--- config.mk ---
export PLATFORM = sky130hd
export DESIGN_NAME = cmul_result_buffer_flat
export DESIGN_NICKNAME = d
export VERILOG_FILES = /design/src/rtl/cmul_result_buffer_pkg.sv /design/src/rtl/cmul_result_buffer_if.sv /design/src/rtl/cmul_rb_fifo.sv /design/src/rtl/cmul_result_buffer.sv /design/src/flat_wrapper.sv
export SDC_FILE = /design/constraint.sdc
export NUM_CORES = 1
export LEC_CHECK = 0
export BUFFER_PORTS_ARGS = -buffer_cell sky130_fd_sc_hd__buf_2
export CAP_MARGIN = 20
export CELL_PAD_IN_SITES_DETAIL_PLACEMENT = 0
export CELL_PAD_IN_SITES_GLOBAL_PLACEMENT = 1
export CORE_MARGIN = 10
export CORE_UTILIZATION = 55
export DETAILED_ROUTE_END_ITERATION = 16
export PLACE_DENSITY_LB_ADDON = 0.1
export SLEW_MARGIN = 25
export SYNTH_ARGS = -nofsm -noshare
export SYNTH_HDL_FRONTEND = slang
export SYNTH_HIERARCHICAL = 1
export SYNTH_SLANG_ARGS = --single-unit
--- constraint.sdc ---
create_clock -name clk -period 9.27 [get_ports clk]
set_input_delay 0 -clock clk [delete_from_list [all_inputs] [get_ports clk]]
set_output_delay 0 -clock clk [all_outputs]
set_load 0.02 [all_outputs]
--- src/rtl/cmul_result_buffer_pkg.sv ---
// Shared types and constants for the complex-multiplier result buffer.
// Package cmul_pkg: component width, multiplier latency, complex sample type, clog2 helper.
package cmul_pkg;

  localparam int DATA_W       = 32;
  localparam int CMUL_LATENCY = 7;

  typedef struct packed {
    logic [DATA_W-1:0] re;
    logic [DATA_W-1:0] im;
  } cplx_t;

  function automatic int clog2(input int unsigned v);
    int r;
    r = 0;
    for (int i = 0; i < 32; i++) begin
      if ((32'd1 << i) < v) r = i + 1;
    end
    return r;
  endfunction

endpackage

--- src/rtl/cmul_result_buffer_if.sv ---
// Bus bundle between issuer/multiplier/consumer and the result buffer.
// Optional statistics signals exist only when CMUL_RB_STATS_EN is defined.
interface cmul_result_buffer_if #(
  parameter int DEPTH  = 16,
  parameter int DATA_W = cmul_pkg::DATA_W
);

  logic                   issue;
  logic                   can_issue;
  logic                   in_valid;
  logic [DATA_W-1:0]      in_real;
  logic [DATA_W-1:0]      in_imag;
  logic                   out_valid;
  logic                   out_ready;
  logic [DATA_W-1:0]      out_real;
  logic [DATA_W-1:0]      out_imag;
  logic [$clog2(DEPTH):0] count;
  logic                   overflow;
  logic                   protocol_err;
`ifdef CMUL_RB_STATS_EN
  logic [31:0]            push_cnt;
  logic [31:0]            pop_cnt;
  logic [$clog2(DEPTH):0] max_count;
`endif

  modport master (
    output issue, in_valid, in_real, in_imag, out_ready,
    input  can_issue, out_valid, out_real, out_imag, count, overflow,
`ifdef CMUL_RB_STATS_EN
    input  push_cnt, pop_cnt, max_count,
`endif
    input  protocol_err
  );

  modport slave (
    input  issue, in_valid, in_real, in_imag, out_ready,
    output can_issue, out_valid, out_real, out_imag, count, overflow,
`ifdef CMUL_RB_STATS_EN
    output push_cnt, pop_cnt, max_count,
`endif
    output protocol_err
  );

endinterface

--- src/rtl/cmul_rb_fifo.sv ---
// Show-ahead FIFO with wrap-bit pointers; gates push/pop against full/empty itself.
// Reports accepted push, accepted pop and dropped push so the top can keep credits and flags.
module cmul_rb_fifo
  import cmul_pkg::*;
#(
  parameter int DEPTH = 16
) (
  input  logic                 clk,
  input  logic                 rst,
  input  logic                 i_push,
  input  cplx_t                i_data,
  input  logic                 i_pop,
  output cplx_t                o_data,
  output logic                 o_empty,
  output logic                 o_push_ok,
  output logic                 o_pop_ok,
  output logic                 o_drop,
  output logic [clog2(DEPTH):0] o_count
);

  localparam int AW = clog2(DEPTH);

  logic [AW:0] r_wr_ptr;
  logic [AW:0] r_rd_ptr;
  cplx_t       r_mem [DEPTH];
  logic        w_full;

  assign o_empty = (r_wr_ptr == r_rd_ptr);
  assign w_full  = (r_wr_ptr[AW-1:0] == r_rd_ptr[AW-1:0]) && (r_wr_ptr[AW] != r_rd_ptr[AW]);
  assign o_count = r_wr_ptr - r_rd_ptr;

  assign o_pop_ok  = i_pop & ~o_empty;
  // A pop in the same cycle frees the slot being written, so full-with-pop still accepts.
  assign o_push_ok = i_push & (~w_full | o_pop_ok);
  assign o_drop    = i_push & w_full & ~o_pop_ok;

  // Zero when empty so the outputs show a defined value out of reset.
  assign o_data = o_empty ? '0 : r_mem[r_rd_ptr[AW-1:0]];

  always_ff @(posedge clk or posedge rst) begin
    if (rst) begin
      r_wr_ptr <= '0;
      r_rd_ptr <= '0;
    end else begin
      if (o_push_ok) r_wr_ptr <= r_wr_ptr + 1'b1;
      if (o_pop_ok)  r_rd_ptr <= r_rd_ptr + 1'b1;
    end
  end

  always_ff @(posedge clk) begin
    if (o_push_ok) r_mem[r_wr_ptr[AW-1:0]] <= i_data;
  end

endmodule

--- src/rtl/cmul_result_buffer.sv ---
// Credit-managed result buffer behind the complex multiplier: issue credits, sticky flags, FIFO.
// Define CMUL_RB_STATS_EN to add push/pop counters and the occupancy high-water mark.
module cmul_result_buffer
  import cmul_pkg::*;
#(
  parameter int DEPTH   = 16,
  parameter int LATENCY = CMUL_LATENCY
) (
  input  logic                 clk,
  input  logic                 rst,
  cmul_result_buffer_if.slave  bus
);

  localparam int CW = clog2(DEPTH) + 1;

  if (((DEPTH & (DEPTH - 1)) != 0) || (DEPTH < LATENCY + 1)) begin : g_bad_depth
    $error("cmul_result_buffer: DEPTH must be a power of two and at least LATENCY+1");
  end

  logic [CW-1:0] r_credits;
  logic          r_overflow;
  logic          r_protocol_err;

  logic          w_can_issue;
  logic          w_accept;
  logic          w_empty;
  logic          w_push_ok;
  logic          w_pop_ok;
  logic          w_drop;
  logic [CW-1:0] w_count;
  cplx_t         w_in_data;
  cplx_t         w_out_data;

  assign w_in_data   = {bus.in_real, bus.in_imag};
  assign w_can_issue = (r_credits != '0);
  assign w_accept    = bus.issue & w_can_issue;

  cmul_rb_fifo #(.DEPTH(DEPTH)) u_fifo (
    .clk       (clk),
    .rst       (rst),
    .i_push    (bus.in_valid),
    .i_data    (w_in_data),
    .i_pop     (bus.out_ready),
    .o_data    (w_out_data),
    .o_empty   (w_empty),
    .o_push_ok (w_push_ok),
    .o_pop_ok  (w_pop_ok),
    .o_drop    (w_drop),
    .o_count   (w_count)
  );

  always_ff @(posedge clk or posedge rst) begin
    if (rst) begin
      r_credits      <= CW'(DEPTH);
      r_overflow     <= 1'b0;
      r_protocol_err <= 1'b0;
    end else begin
      case ({w_accept, w_pop_ok})
        2'b10:   r_credits <= r_credits - 1'b1;
        2'b01:   r_credits <= r_credits + 1'b1;
        default: r_credits <= r_credits;
      endcase
      if (w_drop)                    r_overflow     <= 1'b1;
      if (bus.issue && !w_can_issue) r_protocol_err <= 1'b1;
    end
  end

  assign bus.can_issue    = w_can_issue;
  assign bus.out_valid    = ~w_empty;
  assign bus.out_real     = w_out_data.re;
  assign bus.out_imag     = w_out_data.im;
  assign bus.count        = w_count;
  assign bus.overflow     = r_overflow;
  assign bus.protocol_err = r_protocol_err;

`ifdef CMUL_RB_STATS_EN
  logic [31:0]   r_push_cnt;
  logic [31:0]   r_pop_cnt;
  logic [CW-1:0] r_max_count;

  always_ff @(posedge clk or posedge rst) begin
    if (rst) begin
      r_push_cnt  <= '0;
      r_pop_cnt   <= '0;
      r_max_count <= '0;
    end else begin
      if (w_push_ok)               r_push_cnt  <= r_push_cnt + 1'b1;
      if (w_pop_ok)                r_pop_cnt   <= r_pop_cnt + 1'b1;
      if (w_count > r_max_count)   r_max_count <= w_count;
    end
  end

  assign bus.push_cnt  = r_push_cnt;
  assign bus.pop_cnt   = r_pop_cnt;
  assign bus.max_count = r_max_count;
`endif

endmodule

--- src/flat_wrapper.sv ---
// flat-port wrapper written by rule: the top's interface ports become plain ports
module cmul_result_buffer_flat import cmul_pkg::*;
#(
  parameter int DEPTH   = 16,
  parameter int LATENCY = CMUL_LATENCY
)
  (clk, rst, bus_issue, bus_in_valid, bus_in_real, bus_in_imag, bus_out_ready, bus_can_issue, bus_out_valid, bus_out_real, bus_out_imag, bus_count, bus_overflow, bus_protocol_err);
  cmul_result_buffer_if #(.DEPTH(DEPTH), .DATA_W(DATA_W)) bus_i ();
  input  logic clk;
  input  logic rst;
  input wire logic [$bits(bus_i.issue)-1:0] bus_issue;
  input wire logic [$bits(bus_i.in_valid)-1:0] bus_in_valid;
  input wire logic [$bits(bus_i.in_real)-1:0] bus_in_real;
  input wire logic [$bits(bus_i.in_imag)-1:0] bus_in_imag;
  input wire logic [$bits(bus_i.out_ready)-1:0] bus_out_ready;
  output wire logic [$bits(bus_i.can_issue)-1:0] bus_can_issue;
  output wire logic [$bits(bus_i.out_valid)-1:0] bus_out_valid;
  output wire logic [$bits(bus_i.out_real)-1:0] bus_out_real;
  output wire logic [$bits(bus_i.out_imag)-1:0] bus_out_imag;
  output wire logic [$bits(bus_i.count)-1:0] bus_count;
  output wire logic [$bits(bus_i.overflow)-1:0] bus_overflow;
  output wire logic [$bits(bus_i.protocol_err)-1:0] bus_protocol_err;
  assign bus_i.issue = bus_issue;
  assign bus_i.in_valid = bus_in_valid;
  assign bus_i.in_real = bus_in_real;
  assign bus_i.in_imag = bus_in_imag;
  assign bus_i.out_ready = bus_out_ready;
  assign bus_can_issue = bus_i.can_issue;
  assign bus_out_valid = bus_i.out_valid;
  assign bus_out_real = bus_i.out_real;
  assign bus_out_imag = bus_i.out_imag;
  assign bus_count = bus_i.count;
  assign bus_overflow = bus_i.overflow;
  assign bus_protocol_err = bus_i.protocol_err;
  cmul_result_buffer #(.DEPTH(DEPTH), .LATENCY(LATENCY)) u_core (.clk(clk), .rst(rst), .bus(bus_i));
endmodule
==> flow_summary.yaml, run 1 <==
status:
  status: "completed"
placed_design:
  place_area_mm2: 0.04204
  dp_hpwl_mm: 48.86
  port_buffers: 141
  gp_congestion: 0.7345
global_route:
  grt_remaining_overflow: 0
  track_usage: 0.2145
  grt_max_degree: 108
  grt_pass1_vias: 20330
  grt_pass1_wl_mm: 135.6
  antenna_found_initial: 5
setup_path:
  worstSetupEndpointType: "output port"
  ff2ff_path_depth: 7
  timing.rr.end: "u_core/u_fifo/r_mem[12][31]"
  r2r_start: "u_core/u_fifo/r_rd_ptr[1]"
  path_max_fanout: 58
  worstSetupStartpointType: "register"
  arrival_ps: 5070
  critPathRequiredTime_ps: 9270
  crit_type: "register to output port"
  r2r_slack_ps: 5010
die:
  start_util: 0.5530
  pin_count: 142
  coreArea_mm2: 0.07283
  die_w_um: 290.6
  die_area_mm2: 0.08445
  row_count: 99
  chipHeight_um: 290.6
yosys:
  yosysTopAreaCellShare: 0.7635
  synthFlopType: "edfxtp_1"
  yosysTopAreaCell: "edfxtp_1"
  synth-edff-count: 1024
  synth_seq_cells: 1041
  synth_warnings: 6
  yosysUniqueCellTypes: 50
  synth.yosys.seq_area_share: 0.7741
  synthArstFlopShare: 0.01633
  synth_nets: 1861
  syn_inst: 1777
  synthTopCellsByArea: "edfxtp_1 76%, mux4_2 14%, nand3_1 1.6%"
  netlist_area_mm2: 0.04028
  postSynthAreaPerCell_um2: 22.67
cells_and_area:
  nets: 2116
  nFillCells: 4981
  drive_gt1_frac: 0.2863
  multi_input_area_mm2: 0.008492
  final_common_cell: "edfxtp_1"
  area_growth_pct: 13.88
  stdcell_area_mm2: 0.04587
  seqCellArea_mm2: 0.03119
  final_cell_mix: "1024 x edfxtp_1, 255 x mux4_2, 141 x buf_2"
timing:
  period_share: 0.5469
  rsz0062_at_grt: "no"
  setup_viol: 0
  whs_ps: 166.0
  finClkSkew_ps: 16.44
  tightest_slew_ps: 1070
  period_needed_ps: 5070
  hold_viol: 0
  max_freq_ghz: 0.1973
  maxSlewHeadroom: 0.2870
  slew_viol_final: 0
  fin_tns_setup_ps: 0
power:
  p_per_area_mw_per_mm2: 313.9
  power.leakage_nw: 14.66
  ir_drop_mv: 0.2224
clock_tree:
  ctsResizeCount: 0
  postCtsHoldBufs: 70
  cts_buffers: 104
  worstSkewPairLatency_ps: 650
  cts_buffer_depth: 3
  clockRootBuffer: "clkbuf_16"
  cts.clk_slew.worst_paths_ps: 60
  clock-sinks: 1041
  cts_max_level: 3
  cts_tree: "built"
  cts_setup_buffers: 0
detailed_routing:
  drt_pass1_iterations: 5
  dr.first_iter.drc_count: 1670
  vias: 19230
  wirelength_mm: 90.49
  drc: 0
  wl_per_cell_um: 29.52
  routed_via_density: 6.273
  ant_nets: 0
worst_hold_path:
  hp-class: "input pin to register"
  min_to: "u_core/bus.protocol_err"
  hold-path-cell-count: 3
  worstHoldStart: "bus_issue"
flow_run:
  drv_cap: 0
## per-stage QoR
stage | instances | utilization | total power, mW | worst slack [ps]
after floorplan | 1777 | - | 9.216 | 2405
after global placement | 2813 | 0.5765 | 10.66 | 4769
after detailed placement | 2815 | 0.5773 | 10.71 | 4686
after CTS | 3065 | 0.6297 | 14.60 | 3989
after global routing | 3066 | 0.6297 | 15.04 | 3849
final | 3066 | 0.6297 | 14.40 | 4200
## routing by layer
| layer | GRT usage | share of wire | vias to the layer above |
|---|---|---|---|
| li1 | - | - | 8097 |
| met4 | 0.05495 | 0.022 | 6 |
| met2 | 0.3681 | 0.52 | 601 |
| met5 | 0 | 0.00030 | - |
| met1 | 0.2824 | 0.40 | 10400 |
| met3 | 0.03686 | 0.055 | 131 |
## registers in the layout, indices dropped and copies added, names as in the netlist
signal / flops
u_core/bus.overflow: 1
u_core/u_fifo/r_rd_ptr: 5
u_core/bus.protocol_err: 1
u_core/r_credits: 5
u_core/u_fifo/r_mem: 1024
u_core/u_fifo/r_wr_ptr: 5
## synth_stat cells (2+ instances only)
library cell,n
inv_1,11
edfxtp_1,1024
o21ai_0,2
dfrtp_1,16
xnor2_1,10
nor3_1,5
or4_1,2
nor2_1,16
buf_2,43
mux2i_1,64
nand2b_1,2
mux4_2,255
a21oi_1,5
o311ai_0,46
a21o_1,3
buf_4,12
nand4_1,2
nand2_1,13
buf_1,8
clkbuf_1,19
inv_2,2
nand3b_1,2
ha_1,13
or3_1,3
buf_6,20
o21ai_1,2
o311ai_1,17
fa_1,2
clkbuf_4,6
nand3_1,130
xor2_1,3
## worst max-delay path: stages, from the launching register on
cell and delay, ps:
dfrtp_4 910, inv_1 210, ha_1 370, and4_1 250, nand2_4 540, clkinv_2 820, buf_4 530, o311ai_0 520
buf_2 260
## power by group
part	switching (mW)	total, mW	internal, mW
Sequential	0.240	5.92	5.68
Combinational	2.77	4.61	1.84
Clock	1.64	3.87	2.23
## cell type report
| cell class | count | share of cell area |
|---|---|---|
| diodes | 1 | 0.00005456 |
| clock buffers | 140 | 0.06154 |
| clock inverters | 40 | 0.006438 |
| inverters | 13 | 0.001091 |
| multi-input cells | 614 | 0.1851 |
| flip-flops and latches | 1041 | 0.6801 |
| well taps | 959 | 0.02616 |
| repair buffers | 258 | 0.03950 |
## logic make-up (layout without fill, tap and decap cells)
group                      after synthesis  after routing  share of synthesized area
DFF                                   1041           1041                     0.7741
muxes                                  322            322                     0.1597
and+or+nand+nor                        180            180                    0.02224
buffers and inverters                  122            451                    0.01839
AOI/OAI and AO/OA                       83             83                    0.01733
adders and majority gates               15             15                   0.005033
xor gates and xnor gates                14             14                   0.003231
other                                    0              1                          0
## worst max path at each step
stage | startpoint | to | cells past startpoint
2_1_floorplan | u_core/u_fifo/r_rd_ptr[1] | u_core/u_fifo/r_mem[0][0] | 12
3_3_place_gp | u_core/u_fifo/r_rd_ptr[1] | bus_out_imag[27] | 7
3_5_place_dp | u_core/u_fifo/r_rd_ptr[1] | bus_out_imag[26] | 7
4_1_cts | u_core/u_fifo/r_rd_ptr[1] | bus_out_imag[26] | 7
5_1_grt | u_core/u_fifo/r_rd_ptr[1] | bus_out_real[13] | 8
6_report | u_core/u_fifo/r_rd_ptr[1] | bus_out_real[13] | 8
Note: power is estimated with default switching activity, not from simulation.
==> run 2, diff against run 1 <==
--- a/config.mk
+++ b/config.mk
@@ -5,12 +5,13 @@
 export SDC_FILE = /design/constraint.sdc
 export NUM_CORES = 1
 export LEC_CHECK = 0
+export ABC_AREA = 1
 export BUFFER_PORTS_ARGS = -buffer_cell sky130_fd_sc_hd__buf_2
 export CAP_MARGIN = 20
 export CELL_PAD_IN_SITES_DETAIL_PLACEMENT = 0
 export CELL_PAD_IN_SITES_GLOBAL_PLACEMENT = 1
 export CORE_MARGIN = 10
-export CORE_UTILIZATION = 55
+export CORE_UTILIZATION = 50
 export DETAILED_ROUTE_END_ITERATION = 16
 export PLACE_DENSITY_LB_ADDON = 0.1
 export SLEW_MARGIN = 25
==> constraint.sdc (replaced) <==
create_clock -name clk -period 4.9 [get_ports clk]
set_input_delay 0 -clock clk [delete_from_list [all_inputs] [get_ports clk]]
set_output_delay 0 -clock clk [all_outputs]
set_load 0.02 [all_outputs]
==> run 2 against run 1 <==
Synthesized cell count increased by 150%. Die area up 23%. Global-route usage up 0.76 points. Highest routed layer is now met4. Combinational power increased by 150%. First-iteration DRC count increased by 71%. Sequential power increased by 88%. Sequential share of layout area shrank 7.4 points. Critical endpoint is now u_core/u_fifo/r_mem[2][28]. Largest cell class unchanged. Sequential cell count did not move. Routed wire length is 27% higher.
==> flow_summary.yaml, run 2 <==
yosys:
  synth.yosys.seq_area_share: 0.6846
  postSynthAreaPerCell_um2: 10.32
  netlist_top_cells_count: "1776 x nand2_1, 1024 x edfxtp_1, 724 x inv_1"
  yosysTopAreaCellShare: 0.6752
  syn_inst: 4413
  yosysUniqueCellTypes: 33
  yosysTopAreaCell: "edfxtp_1"
  synthArstFlopShare: 0.01633
  synthTopCellsByArea: "edfxtp_1 68%, nand2_1 15%, inv_1 6.0%"
  synth_most_common_cell: "nand2_1"
  netlist_area_mm2: 0.04554
  synthFlopType: "edfxtp_1"
  synth-edff-count: 1024
  synth_nets: 4497
  synth_seq_cells: 1041
  synth_warnings: 6
clock_tree:
  cts_buffers: 111
  cts.clk_slew.worst_paths_ps: 60
  cts_tree: "built"
  cts_buffer_depth: 3
  worstSkewPairLatency_ps: 680
  clock-sinks: 1041
  clockRootBuffer: "clkbuf_16"
  cts_max_level: 3
die:
  coreArea_mm2: 0.09015
  pin_count: 142
  chipHeight_um: 321.8
  die_w_um: 321.8
  start_util: 0.5052
  row_count: 110
  die_area_mm2: 0.1036
setup_path:
  critical_path_cell_count: 10
  crit_path_start: "u_core/u_fifo/r_rd_ptr[0]"
  crit_path_end: "u_core/u_fifo/r_mem[2][28]"
  worstSetupStartpointType: "register"
  worstSetupEndpointType: "register"
  ff2ff_path_depth: 10
  path_max_fanout: 52
  crit_family: "simple AND/OR/NAND/NOR gates"
  cp_num_buf_inv: 3
  r2r_start: "u_core/u_fifo/r_rd_ptr[0]"
  crit_type: "register to register"
  timing.rr.end: "u_core/u_fifo/r_mem[2][28]"
  slowest_stage: "dfrtp_4"
  arrival_ps: 4360
  crit_chain: "ha_1 > nand2_1 > nor2_2 > nand3_2 > nand2_2 > dlygate4sd3_1 > inv_2 > nand2_1 > nor2_4 > buf_12"
  r2r_slack_ps: 910
  critPathMaxStageDelay_ps: 900
  critPathRequiredTime_ps: 5270
  crit_path_frequent_cell: "nand2_1"
status:
  status: "completed"
timing:
  period_share: 0.8136
  period_needed_ps: 3986
  rsz0062_at_grt: "no"
  finClkSkew_ps: 27.20
  setup_viol: 0
  hold_viol: 0
  fin_tns_setup_ps: 0
  slew_viol_final: 0
  fin_ws_ps: 913.6
  tightest_slew_ps: 1021
  max_freq_ghz: 0.2509
  maxSlewHeadroom: 0.3195
placed_design:
  gp_congestion: 0.7823
  place_ws_ps: 1497
  port_buffers: 141
  dp_hpwl_mm: 60.87
  place_area_mm2: 0.04713
worst_hold_path:
  worstHoldStart: "bus_issue"
  hp-class: "input pin to register"
detailed_routing:
  routed_via_density: 5.043
  ant_nets: 0
  vias: 29500
  dr.first_iter.drc_count: 2852
  drc: 0
  wl_per_cell_um: 19.69
  drt_pass1_iterations: 5
  wirelength_mm: 115.2
cells_and_area:
  drive_gt1_frac: 0.09112
  multi_input_area_mm2: 0.01032
  final_cell_mix: "1776 x nand2_1, 1024 x edfxtp_1, 722 x inv_1"
  area_growth_pct: 13.04
  nets: 4667
  largest_reg_flops: 1024
  seqCellArea_mm2: 0.03119
  final_util: 0.5711
  final_common_cell: "nand2_1"
  stdcell_area_mm2: 0.05148
  antennaDiodeCount: 0
  nFillCells: 7728
power:
  power.leakage_nw: 22.24
  p_per_area_mw_per_mm2: 599.6
  ir_drop_mv: 0.4807
global_route:
  grt_pass1_vias: 28870
  track_usage: 0.2220
  grt_remaining_overflow: 0
  antenna_found_initial: 3
  grt_pass1_wl_mm: 176.7
  grt_max_degree: 195
flow_run:
  drv_cap: 0
## run 2: cell types whose count changed after synthesis, sizes merged, moves of 16 or more
| cell | previous run | this run |
|---|---|---|
| nand2 | 13 | 1777 |
| inv | 13 | 730 |
| nand3 | 130 | 525 |
| mux4 | 256 | 0 |
| buf | 84 | 202 |
| mux2i | 64 | 0 |
| o311ai | 64 | 0 |
| a21oi | 5 | 66 |
| clkbuf | 25 | 9 |
## run 2: how the worst min path moves through the flow
| stage | end | slack (ps) | depth (start not counted) |
|---|---|---|---|
| floorplan | u_core/bus.overflow | -200 | 1 |
| global placement | u_core/bus.overflow | -30 | 2 |
| detailed placement | u_core/bus.overflow | -30 | 2 |
| CTS | u_core/bus.protocol_err | 100 | 4 |
| global route | u_core/bus.protocol_err | 170 | 4 |
| finish | u_core/bus.protocol_err | 150 | 4 |
## run 2: cell families after synthesis
kind of cell,count (synthesis),synth area share
AND/OR/NAND/NOR,2330,0.2072
flip-flops,1041,0.6846
buffers and inverters,942,0.09149
AO/OA/AOI/OAI,74,0.01003
adder cells (fa/ha/maj),15,0.004451
XOR/XNOR,11,0.002281
## run 2: per-stage QoR
step,hold slack [ps],power (mW),instances
3_3_place_gp,-30.13,22.69,5576
6_report,150.5,30.87,5851
2_1_floorplan,-197.3,19.15,4413
5_1_grt,171.6,32.71,5851
3_5_place_dp,-26.82,22.71,5576
4_1_cts,102.9,31.18,5851
## run 2: what timing repair did
| action | 4_1_cts | 5_1_grt |
|---|---|---|
| endpoints found under the hold margin | 1057 | 0 |
| hold buffers | 70 | 0 |
| gates resized for setup | 0 | 0 |
| setup endpoints to repair | 0 | 0 |
| setup buffers | 0 | 0 |
## run 2: cell type report
class                           instances  area share
Clock buffer                          129     0.05770
Clock inverter                         76     0.01329
Inverter                              731     0.05383
Multi-Input combinational cell       2430      0.2005
Sequential cell                      1041      0.6058
Tap cell                             1176     0.02858
Timing Repair Buffer                  268     0.04025
## run 2: where the power goes
part	internal, mW	switching, mW
sequential	10.7	0.356
clock	4.98	3.41
combinational	3.15	8.25
## run 2: routing by layer
layer | up-vias | GRT usage | share of wire
met5 | - | 0 | 0
met4 | 0 | 0.05413 | 0.018
met3 | 138 | 0.03089 | 0.055
met2 | 718 | 0.3595 | 0.47
met1 | 14200 | 0.3147 | 0.46
li1 | 14440 | - | -
## run 2: worst register-to-register path, cell delays in order (launching register included)
cell and delay (ps):
dfrtp_4 900, ha_1 390, nand2_1 80, nor2_2 50, nand3_2 80, nand2_2 70
dlygate4sd3_1 610, inv_2 150, nand2_1 250, nor2_4 800, buf_12 300
